<file path="config.mk">
export PLATFORM = sky130hd
export DESIGN_NAME = seg7_scan_ctrl
export DESIGN_NICKNAME = d
export VERILOG_FILES = /design/src/rtl/seg7_scan_ctrl.sv
export SDC_FILE = /design/constraint.sdc
export NUM_CORES = 1
export LEC_CHECK = 0
export CORE_MARGIN = 2
export CORE_UTILIZATION = 45
export CTS_CLUSTER_SIZE = 14
export DETAILED_ROUTE_END_ITERATION = 7
export PLACE_DENSITY = 0.72
export SLEW_MARGIN = 20
export SYNTH_ARGS = -nofsm -noshare
export SYNTH_HDL_FRONTEND = slang
export SYNTH_SLANG_ARGS = --single-unit
export TNS_END_PERCENT = 5
</file>
<file path="constraint.sdc">
create_clock -name clk -period 3 [get_ports clk]
set_input_delay 0.45 -clock clk [delete_from_list [all_inputs] [get_ports clk]]
set_output_delay 0.45 -clock clk [all_outputs]
set_load 0.005 [all_outputs]
</file>
<file path="src/rtl/seg7_scan_ctrl.sv">
// Multiplexed seven-segment scan controller: hex/raw decode, per-digit dp and blanking,
// leading-zero suppression, PWM dimming, double-buffered contents applied at frame boundaries.
module seg7_scan_ctrl #(
    parameter int NUM_DIGITS = 8,
    parameter int CLK_DIV    = 200000,
    parameter int PWM_W      = 4,
    parameter bit ACTIVE_LOW = 1'b1
) (
    input  logic                      clk,
    input  logic                      rst_n,
    input  logic                      load_i,
    input  logic [8*NUM_DIGITS-1:0]   data_i,
    input  logic [NUM_DIGITS-1:0]     dp_i,
    input  logic [NUM_DIGITS-1:0]     blank_i,
    input  logic                      mode_i,
    input  logic                      lzs_en_i,
    input  logic [PWM_W-1:0]          bright_i,
    output logic [7:0]                seg_o,
    output logic [NUM_DIGITS-1:0]     an_o,
    output logic                      frame_done_o
);

    localparam int PW = $clog2(CLK_DIV);
    localparam int DW = (NUM_DIGITS > 1) ? $clog2(NUM_DIGITS) : 1;

    typedef struct packed {
        logic [8*NUM_DIGITS-1:0] data;
        logic [NUM_DIGITS-1:0]   dp;
        logic [NUM_DIGITS-1:0]   blank;
        logic                    mode;
        logic                    lzs;
    } disp_t;

    logic [PW-1:0]    prescaler;
    logic [DW-1:0]    digit_q;
    logic [PWM_W-1:0] pwm_cnt;
    disp_t            shadow;
    disp_t            active;
    disp_t            incoming;
    logic             pending;

    logic             tick;
    logic             last_digit;
    logic             boundary;

    logic [7:0]            cur_byte;
    logic                  cur_dp;
    logic                  cur_blank;
    logic                  suppress;
    logic                  zero_run;
    logic                  lit;
    logic [7:0]            seg_nx;
    logic [NUM_DIGITS-1:0] an_nx;

    function automatic logic [6:0] hex7(input logic [3:0] n);
        case (n)
            4'h0: hex7 = 7'h7E;
            4'h1: hex7 = 7'h30;
            4'h2: hex7 = 7'h6D;
            4'h3: hex7 = 7'h79;
            4'h4: hex7 = 7'h33;
            4'h5: hex7 = 7'h5B;
            4'h6: hex7 = 7'h5F;
            4'h7: hex7 = 7'h70;
            4'h8: hex7 = 7'h7F;
            4'h9: hex7 = 7'h7B;
            4'hA: hex7 = 7'h77;
            4'hB: hex7 = 7'h1F;
            4'hC: hex7 = 7'h4E;
            4'hD: hex7 = 7'h3D;
            4'hE: hex7 = 7'h4F;
            default: hex7 = 7'h47;
        endcase
    endfunction

    assign tick       = (prescaler == PW'(CLK_DIV - 1));
    assign last_digit = (digit_q == DW'(NUM_DIGITS - 1));
    assign boundary   = tick && last_digit;

    assign incoming = '{data: data_i, dp: dp_i, blank: blank_i, mode: mode_i, lzs: lzs_en_i};

    // Walk from the most significant digit down so zero_run holds "this and all higher nibbles are zero".
    always_comb begin
        cur_byte  = '0;
        cur_dp    = 1'b0;
        cur_blank = 1'b0;
        suppress  = 1'b0;
        zero_run  = 1'b1;
        for (int k = NUM_DIGITS - 1; k >= 0; k--) begin
            zero_run = zero_run && (active.data[8*k +: 4] == 4'h0);
            if (DW'(k) == digit_q) begin
                cur_byte  = active.data[8*k +: 8];
                cur_dp    = active.dp[k];
                cur_blank = active.blank[k];
                suppress  = zero_run && (k != 0);
            end
        end

        lit = (bright_i == '1) || (pwm_cnt < bright_i);

        if (cur_blank)
            seg_nx = 8'h00;
        else if (active.mode)
            seg_nx = cur_byte | {cur_dp, 7'b0};
        else if (active.lzs && suppress)
            seg_nx = {cur_dp, 7'b0};
        else
            seg_nx = {cur_dp, hex7(cur_byte[3:0])};

        an_nx = NUM_DIGITS'(1) << digit_q;

        if (!lit) begin
            seg_nx = 8'h00;
            an_nx  = '0;
        end
    end

    always_ff @(posedge clk) begin
        if (!rst_n) begin
            prescaler    <= '0;
            digit_q      <= '0;
            pwm_cnt      <= '0;
            shadow       <= '0;
            active       <= '0;
            pending      <= 1'b0;
            seg_o        <= {8{ACTIVE_LOW}};
            an_o         <= {NUM_DIGITS{ACTIVE_LOW}};
            frame_done_o <= 1'b0;
        end else begin
            pwm_cnt      <= pwm_cnt + 1'b1;
            prescaler    <= tick ? '0 : prescaler + 1'b1;
            frame_done_o <= boundary;
            if (tick)
                digit_q <= last_digit ? '0 : digit_q + 1'b1;

            // A load on the boundary cycle keeps pending set so it lands one frame later.
            if (boundary && pending)
                active <= shadow;
            if (load_i) begin
                shadow  <= incoming;
                pending <= 1'b1;
            end else if (boundary) begin
                pending <= 1'b0;
            end

            seg_o <= ACTIVE_LOW ? ~seg_nx : seg_nx;
            an_o  <= ACTIVE_LOW ? ~an_nx : an_nx;
        end
    end

endmodule

</file>
==> flow_metrics.py, run 1 <==
metrics = {
    "global_route": {
        "grt_max_degree": 59,
        "grt_use_total_pct": 20.2,
        "grt_pass1_vias": 7209,
        "antenna_found_initial": 0,
        "grt_remaining_overflow": 0,
        "grt_pass1_wl_um": 36600,
    },
    "final_layout": {
        "nets": 1247,
        "multi_input_area_mm2": 0.00480,
        "area_growth_pct": 22.1,
        "antennaDiodeCount": 0,
        "regArea_mm2": 0.00414,
        "stdcell_area_mm2": 0.0115,
        "fillers": 1889,
        "drive_gt1_share_pct": 22.0,
    },
    "synth": {
        "syn_inst": 1043,
        "syn-cell-area_mm2": 0.00944,
        "syn_area_per_cell_um2": 9.05,
        "yosys_register_bits": 207,
        "synth_most_common_cell": "dfxtp_1",
        "synth_top_cell_area_share_pct": 43.9,
        "synthArstFlopShare_pct": 0,
        "yosysSeqAreaShare_pct": 43.9,
        "ys.flop_type": "dfxtp_1",
        "synth.largest_area_cell": "dfxtp_1",
        "syn_nets": 1149,
        "synth_area_leaders": "dfxtp_1 44%, mux2i_1 9.2%, a21oi_2 7.5%, nand2_2 5.3%, nor2_1 5.2%",
        "synth_edf_count": 0,
        "yosysWarningCount": 0,
        "synth_common_cells": "207 x dfxtp_1, 130 x nor2_1, 123 x nand2_1",
        "ys_types": 66,
    },
    "flow_run": {
        "cap_violations": 0,
    },
    "sta": {
        "finalSetupViolations": 0,
        "fin_setup_tns_ns": 0,
        "slew_headroom_pct": 54.0,
        "rsz0062_at_grt": "true",
        "hold_violations": 0,
        "worst_pin_slew_ns": 0.684,
        "fmax_mhz": 352,
        "finalMaxSlewViolations": 0,
        "period_share_pct": 94.6,
        "timing.final.crit_period_ns": 2.84,
        "whs_ns": 0.458,
        "clock-skew-final_ns": 0.0159,
    },
    "die": {
        "die_h_um": 149,
        "initial_core_util_pct": 46.2,
        "die_area_mm2": 0.0222,
        "ios": 106,
        "rows": 52,
        "coreArea_mm2": 0.0204,
        "die_width_um": 149,
    },
    "routing": {
        "drtAntennaViolNets": 0,
        "avgViaCountPerCell": 5.23,
        "drcViolationCount": 0,
        "firstDrtPassIters": 5,
        "initialDrtViolationCount": 525,
        "via_count": 7453,
        "drt-total-wl_um": 22500,
        "avgRoutedWirePerCell_um": 15.8,
    },
    "hold_path": {
        "hold_class": "reg -> reg",
    },
    "cts": {
        "cts-root-buf": "clkbuf_16",
        "clock_latency_ns": 0.51,
        "htree_num_levels": 1,
        "ctsHoldBuffers": 0,
        "cts_tree": "built",
        "cts_buffer_depth": 3,
        "path_clk_slew_ns": 0.06,
        "cts_sinks": 207,
        "cts-buffers-inserted": 22,
    },
    "placed_design": {
        "globalplace.congestion": 0.916,
        "post-dp-hpwl_um": 16200,
        "place_area_mm2": 0.0108,
        "port_buffers": 105,
    },
    "power": {
        "max-vdd-ir-drop_mv": 0.371,
        "leakagePower_nw": 4.36,
        "powerDensity_mw_per_mm2": 521,
    },
    "setup_path": {
        "cp-start-kind": "flip-flop",
        "cp_max_fo": 8,
        "arrival_ns": 3.23,
        "crit_type": "reg -> reg",
        "worstPathRequired_ns": 3.39,
        "endpoint_kind": "flip-flop",
    },
    "outcome": {
        "status": "complete, no violations",
    },
}
cell families after synthesis:
family	count (synthesis)	synth area share, %
flops	207	43.9
simple gates	419	21.3
xor+xnor	19	1.76
buf+inv	93	5.57
mux	90	9.58
compound gates	198	15.7
fa+ha+maj	17	2.25
repair_timing:
item | 4_1_cts | 5_1_grt
gates resized for setup | 0 | 4
setup buffers | 0 | 2
endpoints found under the setup margin | 0 | 3
flip-flops by register name, summed over array words and instances, names as in the netlist:
name,count
frame_done_o,1
active,82
prescaler,18
shadow,82
pending,1
seg_o,8
an_o,8
pwm_cnt,4
digit_q,3
power breakdown:
| group | switching [W] | internal [W] | total [W] |
|---|---|---|---|
| Clock | 0.00108 | 0.00167 | 0.00275 |
| Combinational | 0.000157 | 0.000219 | 0.000376 |
| Sequential | 0.0000567 | 0.00283 | 0.00289 |
| Total | 0.00129 | 0.00472 | 0.00601 |
critical path, stage by stage, from the launching register on:
cell and delay (ns):
dfxtp_1 0.39, inv_1 0.09, ha_1 0.29, and2_2 0.27
a2111o_1 0.42, a21oi_1 0.16, o32a_2 0.21, inv_1 0.09
ha_1 0.27, or2_2 0.31, a21oi_1 0.14, o21ai_0 0.08
metrics by stage:
stage          power, W  util (%)  setup WS, ns  cells
6_report        0.00601      56.4         0.161   1426
5_1_grt         0.00623      56.4       -0.0287   1426
4_1_cts         0.00608      56.3         0.130   1424
3_5_place_dp    0.00333      52.6         0.146   1385
3_3_place_gp    0.00332      52.6         0.235   1385
2_1_floorplan   0.00313         -         0.225   1043
routing by layer:
layer  track usage [%]  vias to the layer above  share of wire, %
met3              2.84                       43               5.2
met1              29.3                     3468                48
met2              31.7                      191                44
li1                  -                     3751                 -
met5                 0                        -                 0
met4              5.19                        0               2.2
final cells by class:
| class | instances | area share [%] |
|---|---|---|
| Sequential cell | 207 | 35.9 |
| Inverter | 23 | 0.792 |
| Timing Repair Buffer | 144 | 12.3 |
| Clock buffer | 31 | 5.60 |
| Tap cell | 270 | 2.93 |
| Clock inverter | 8 | 0.803 |
| Multi-Input combinational cell | 743 | 41.6 |
path summary, 6_finish.rpt:
check	from	endpoint	slack, ns	cells after the start
worst max-delay path	digit_q[0]	seg_o[3]	0.16	11
worst min-delay path	active[9]	active[9]	0.46	2
worst max register to register	digit_q[0]	seg_o[3]	0.16	11
worst min register to register	active[9]	active[9]	0.46	2
cell usage in the layout (no fill, tap or decap), types with 17 or more instances in the layout:
cell / count
dfxtp_1: 207
nor2_1: 130
nand2_1: 123
clkdlybuf4s50_1: 104
mux2i_1: 87
a21oi_2: 81
nand2_2: 80
a21oi_1: 38
buf_4: 34
clkbuf_16: 23
inv_1: 21
ha_1: 17
Note: power is estimated with default switching activity, not from simulation.
==> run 2: changes to the inputs <==
--- a/config.mk
+++ b/config.mk
@@ -6,10 +6,10 @@
 export NUM_CORES = 1
 export LEC_CHECK = 0
 export CORE_MARGIN = 2
-export CORE_UTILIZATION = 45
+export CORE_UTILIZATION = 50
 export CTS_CLUSTER_SIZE = 14
 export DETAILED_ROUTE_END_ITERATION = 7
-export PLACE_DENSITY = 0.72
+export PLACE_DENSITY = 0.78
 export SLEW_MARGIN = 20
 export SYNTH_ARGS = -nofsm -noshare
 export SYNTH_HDL_FRONTEND = slang
==> flow_metrics.py, run 2 (synthesis gave the netlist of run 1 again) <==
metrics = {
    "routing": {
        "initialDrtViolationCount": 398,
        "drt-total-wl_um": 21600,
        "via_count": 7448,
        "drcViolationCount": 0,
        "drtAntennaViolNets": 0,
        "firstDrtPassIters": 5,
        "avgViaCountPerCell": 5.39,
        "avgRoutedWirePerCell_um": 15.6,
    },
    "setup_path": {
        "cp_max_fo": 10,
        "crit_top_cell": "inv_1",
        "worstPathRequired_ns": 3.42,
        "critPathBufInv": 2,
        "cp-start-kind": "flip-flop",
        "cpPeakStageDelay_ns": 0.42,
        "cp_top_family": "compound AO/OA/AOI/OAI gates",
        "crit_type": "reg -> reg",
        "path_cells": "inv_1, ha_2, and2_1, a2111o_1, a21oi_1, o32a_2, inv_1, ha_1, o21ai_0, mux2_2, o211ai_1",
        "slowest_stage": "a2111o_1",
        "arrival_ns": 3.22,
        "endpoint_kind": "flip-flop",
    },
    "final_layout": {
        "nets": 1238,
        "finalCoreUtilization_pct": 61.0,
        "final_cell_mix": "207 x dfxtp_1, 130 x nor2_1, 123 x nand2_1",
        "layout_commonest_cell": "dfxtp_1",
        "antennaDiodeCount": 0,
        "top_regs": "active (82), shadow (82), prescaler (18)",
        "drive_gt1_share_pct": 21.2,
        "final_cell_count_no_fill": 1381,
        "area_growth_pct": 20.5,
    },
    "cts": {
        "cts-root-buf": "clkbuf_16",
        "cts_tree": "built",
        "cts_buffer_depth": 3,
        "htree_num_levels": 1,
        "cts-buffers-inserted": 22,
        "ctsHoldBuffers": 0,
        "path_clk_slew_ns": 0.06,
        "cts_sinks": 207,
        "clock_latency_ns": 0.50,
    },
    "global_route": {
        "grt_max_degree": 109,
        "antenna_found_initial": 0,
        "grt_pass1_vias": 7193,
        "grt_use_total_pct": 21.3,
        "grt_remaining_overflow": 0,
        "grt_pass1_wl_um": 35300,
    },
    "power": {
        "finalPower_w": 0.00590,
        "leakagePower_nw": 4.28,
        "powerDensity_mw_per_mm2": 518,
        "max-vdd-ir-drop_mv": 0.340,
    },
    "flow_run": {
        "cap_violations": 0,
    },
    "sta": {
        "clock-skew-final_ns": 0.00887,
        "finalMaxSlewViolations": 0,
        "finalSetupViolations": 0,
        "worst_pin_slew_ns": 0.690,
        "fmax_mhz": 357,
        "slew_headroom_pct": 53.6,
        "period_share_pct": 93.5,
        "timing.final.crit_period_ns": 2.80,
        "hold_violations": 0,
    },
    "die": {
        "initial_core_util_pct": 50.6,
        "die_width_um": 141,
        "ios": 106,
        "rows": 50,
        "die_area_mm2": 0.0200,
        "die_h_um": 141,
        "coreArea_mm2": 0.0186,
    },
    "placed_design": {
        "globalplace.congestion": 0.986,
        "post-dp-hpwl_um": 15500,
        "dp_cells": 1341,
        "port_buffers": 105,
    },
    "outcome": {
        "status": "complete, no violations",
    },
    "hold_path": {
        "hold_class": "reg -> reg",
    },
}
-- run 2: cell types whose count changed in the layout (fill, tap and decap cells not counted), moves of 2 or more --
cell      delta
buf_4        -8
clkbuf_1     +2
ha_1         -3
ha_2         +2
-- run 2: path summary, 6_finish.rpt --
path	start	endpoint	slack, ns	cells past startpoint
max	digit_q[0]	seg_o[5]	0.20	11
max reg2reg	digit_q[0]	seg_o[5]	0.20	11
min reg2reg	shadow[75]	active[75]	0.45	2
min	shadow[75]	active[75]	0.45	2
-- run 2: routing by layer --
layer / track usage [%] / part of all wire [%] / wire, µm / vias to the layer above
li1: - / - / - / 3728
met1: 30.0 / 48 / 10300 / 3495
met2: 34.1 / 45 / 9670 / 190
met3: 3.24 / 5.3 / 1150 / 35
met4: 6.11 / 2.1 / 462 / 0
met5: 0 / 0 / 0 / -
-- run 2: report_power, final --
| part | total, W | switching (W) | internal, W |
|---|---|---|---|
| clock | 0.00264 | 0.00107 | 0.00157 |
| sequential | 0.00289 | 0.0000560 | 0.00283 |
| combinational | 0.000368 | 0.000157 | 0.000211 |
| total | 0.00590 | 0.00129 | 0.00461 |
-- run 2: layout make-up --
cell class,count,area (µm²)
Sequential cell,207,4140
Timing Repair Buffer,135,1340
Fill cell,1596,7270
Tap cell,234,293
Clock buffer,32,639
Inverter,23,91.3
Clock inverter,7,67.6
Multi-Input combinational cell,743,4800
-- run 2: repair_timing --
action,CTS,global route
resized for setup,0,5
setup endpoints to repair,0,4
buffers inserted,0,1
-- run 2: stage by stage --
stage | hold slack [ns] | instance area [µm²] | setup TNS, ns | worst slack [ns]
final | 0.449 | 11400 | 0 | 0.196
after global routing | 0.468 | 11400 | -0.00506 | -0.00506
after CTS | 0.454 | 11300 | 0 | 0.116
after global placement | 0.442 | 10600 | 0 | 0.205
after floorplan | 0.425 | 9440 | 0 | 0.225
after detailed placement | 0.449 | 10600 | 0 | 0.149
-- run 2: tightest hold or removal path: cells and delay by family (launching register included) --
kind / cells / cell delay, ns
and+or+nand+nor: 1 / 0.06
AOI/OAI and AO/OA: 1 / 0.04
DFF: 1 / 0.31
==> run 3: changes to the inputs <==
==> constraint.sdc (replaced) <==
create_clock -name clk -period 2.55 [get_ports clk]
set_input_delay 0.3825 -clock clk [delete_from_list [all_inputs] [get_ports clk]]
set_output_delay 0.3825 -clock clk [all_outputs]
set_load 0.005 [all_outputs]
==> flow_metrics.py, run 3 (synthesis gave the netlist of run 1 again) <==
metrics = {
    "sta": {
        "clock-skew-final_ns": 0.0109,
        "fin_setup_tns_ns": 0,
        "timing.final.ws_setup_ns": 0.0715,
        "hold_violations": 0,
        "fmax_mhz": 403,
        "timing.final.crit_period_ns": 2.48,
        "whs_ns": 0.398,
        "worst_pin_slew_ns": 0.854,
        "slew_headroom_pct": 42.6,
        "period_share_pct": 97.2,
        "rsz0062_at_grt": "true",
        "finalSetupViolations": 0,
        "finalMaxSlewViolations": 0,
    },
    "setup_path": {
        "endpoint_kind": "flip-flop",
        "cp_max_fo": 10,
        "arrival_ns": 2.89,
        "cp-start-kind": "flip-flop",
        "critPathBufInv": 3,
        "r2r_slack_ns": 0.07,
        "path_cells": "inv_4, ha_4, buf_4, nor2_1, nor2_1, nor3_2, o22a_2, inv_2, ha_4, o21ai_2, mux2_4, o211ai_1",
        "cpPeakStageDelay_ns": 0.40,
        "crit_type": "reg -> reg",
        "slowest_stage": "dfxtp_4",
        "cp_top_family": "simple AND/OR/NAND/NOR gates",
        "worstPathRequired_ns": 2.96,
    },
    "cts": {
        "cts_tree": "built",
        "cts-root-buf": "clkbuf_16",
        "cts_sinks": 207,
        "path_clk_slew_ns": 0.06,
        "htree_num_levels": 1,
        "cts-buffers-inserted": 21,
        "clock_latency_ns": 0.49,
        "cts_buffer_depth": 3,
        "ctsHoldBuffers": 0,
    },
    "routing": {
        "drtAntennaViolNets": 0,
        "drcViolationCount": 0,
        "avgViaCountPerCell": 5.34,
        "via_count": 7569,
        "avgRoutedWirePerCell_um": 15.7,
        "initialDrtViolationCount": 393,
        "drt-total-wl_um": 22300,
        "firstDrtPassIters": 5,
    },
    "global_route": {
        "grt_pass1_wl_um": 36200,
        "grt_max_degree": 91,
        "antenna_found_initial": 0,
        "grt_pass1_vias": 7337,
        "grt_remaining_overflow": 0,
        "grt_use_total_pct": 21.9,
    },
    "die": {
        "die_width_um": 141,
        "die_h_um": 141,
        "coreArea_mm2": 0.0186,
        "initial_core_util_pct": 50.6,
        "rows": 50,
        "die_area_mm2": 0.0200,
        "ios": 106,
    },
    "power": {
        "leakagePower_nw": 4.51,
        "powerDensity_mw_per_mm2": 576,
        "max-vdd-ir-drop_mv": 0.374,
    },
    "placed_design": {
        "globalplace.congestion": 0.891,
        "port_buffers": 105,
        "post-dp-hpwl_um": 16000,
        "dp_slack_ns": -0.0400,
    },
    "final_layout": {
        "top_regs": "active (82), shadow (82), prescaler (18)",
        "area_growth_pct": 25.9,
        "drive_gt1_share_pct": 26.8,
        "regArea_mm2": 0.00416,
        "antennaDiodeCount": 0,
        "nets": 1277,
        "final_cell_mix": "204 x dfxtp_1, 130 x nor2_1, 121 x nand2_1",
        "layout_commonest_cell": "dfxtp_1",
        "fillers": 1579,
        "finalCoreUtilization_pct": 63.7,
        "multi_input_area_mm2": 0.00499,
    },
    "flow_run": {
        "cap_violations": 0,
    },
    "hold_path": {
        "hold_class": "in -> reg",
    },
    "outcome": {
        "status": "complete, no violations",
    },
}
run 3: layout make-up:
type / count / area share (%)
clock inverter: 10 / 0.906
clock buffer: 26 / 4.75
inverter: 23 / 0.811
timing repair buffer: 175 / 14.1
tap: 234 / 2.46
sequential: 207 / 35.0
multi-input combinational: 743 / 42.0
run 3: path summary, 6_finish.rpt:
check | startpoint | end | cells past startpoint
worst min-delay path | load_i | shadow[15] | 3
worst min register to register | shadow[64] | active[64] | 2
worst max register to register | digit_q[0] | seg_o[5] | 12
worst max-delay path | digit_q[0] | seg_o[5] | 12
run 3: what timing repair did:
item                       CTS  global route
resized for setup            8            50
setup buffers                1             3
setup endpoints to repair    5             7
pin swaps                    1            11
cloned                       0             1
run 3: layer usage:
layer / up-vias / track usage, % / part of all wire (%)
li1: 3795 / - / -
met1: 3537 / 31.6 / 47
met2: 191 / 34.6 / 45
met3: 46 / 2.83 / 5.2
met4: 0 / 5.79 / 2.6
met5: - / 0 / 0
run 3: worst reg2reg max path: stages, from the launching register on:
cell and delay, ns:
dfxtp_4 0.40, inv_4 0.06, ha_4 0.17, buf_4 0.17, nor2_1 0.24, nor2_1 0.10, nor3_2 0.22, o22a_2 0.23
inv_2 0.07, ha_4 0.27, o21ai_2 0.05, mux2_4 0.26, o211ai_1 0.16
run 3: stage by stage:
stage	cells	area, µm²	total power (W)
finish	1418	11900	0.00685
global route	1418	11900	0.00709
CTS	1414	11600	0.00691
detailed placement	1377	10900	0.00391
global placement	1377	10900	0.00390
floorplan	1043	9450	0.00368
run 3: power by group:
group	internal [W]	leakage, nW	switching (W)
combinational	0.000255	2.48	0.000183
sequential	0.00333	1.69	0.0000664
clock	0.00177	0.337	0.00124
total	0.00536	4.51	0.00149
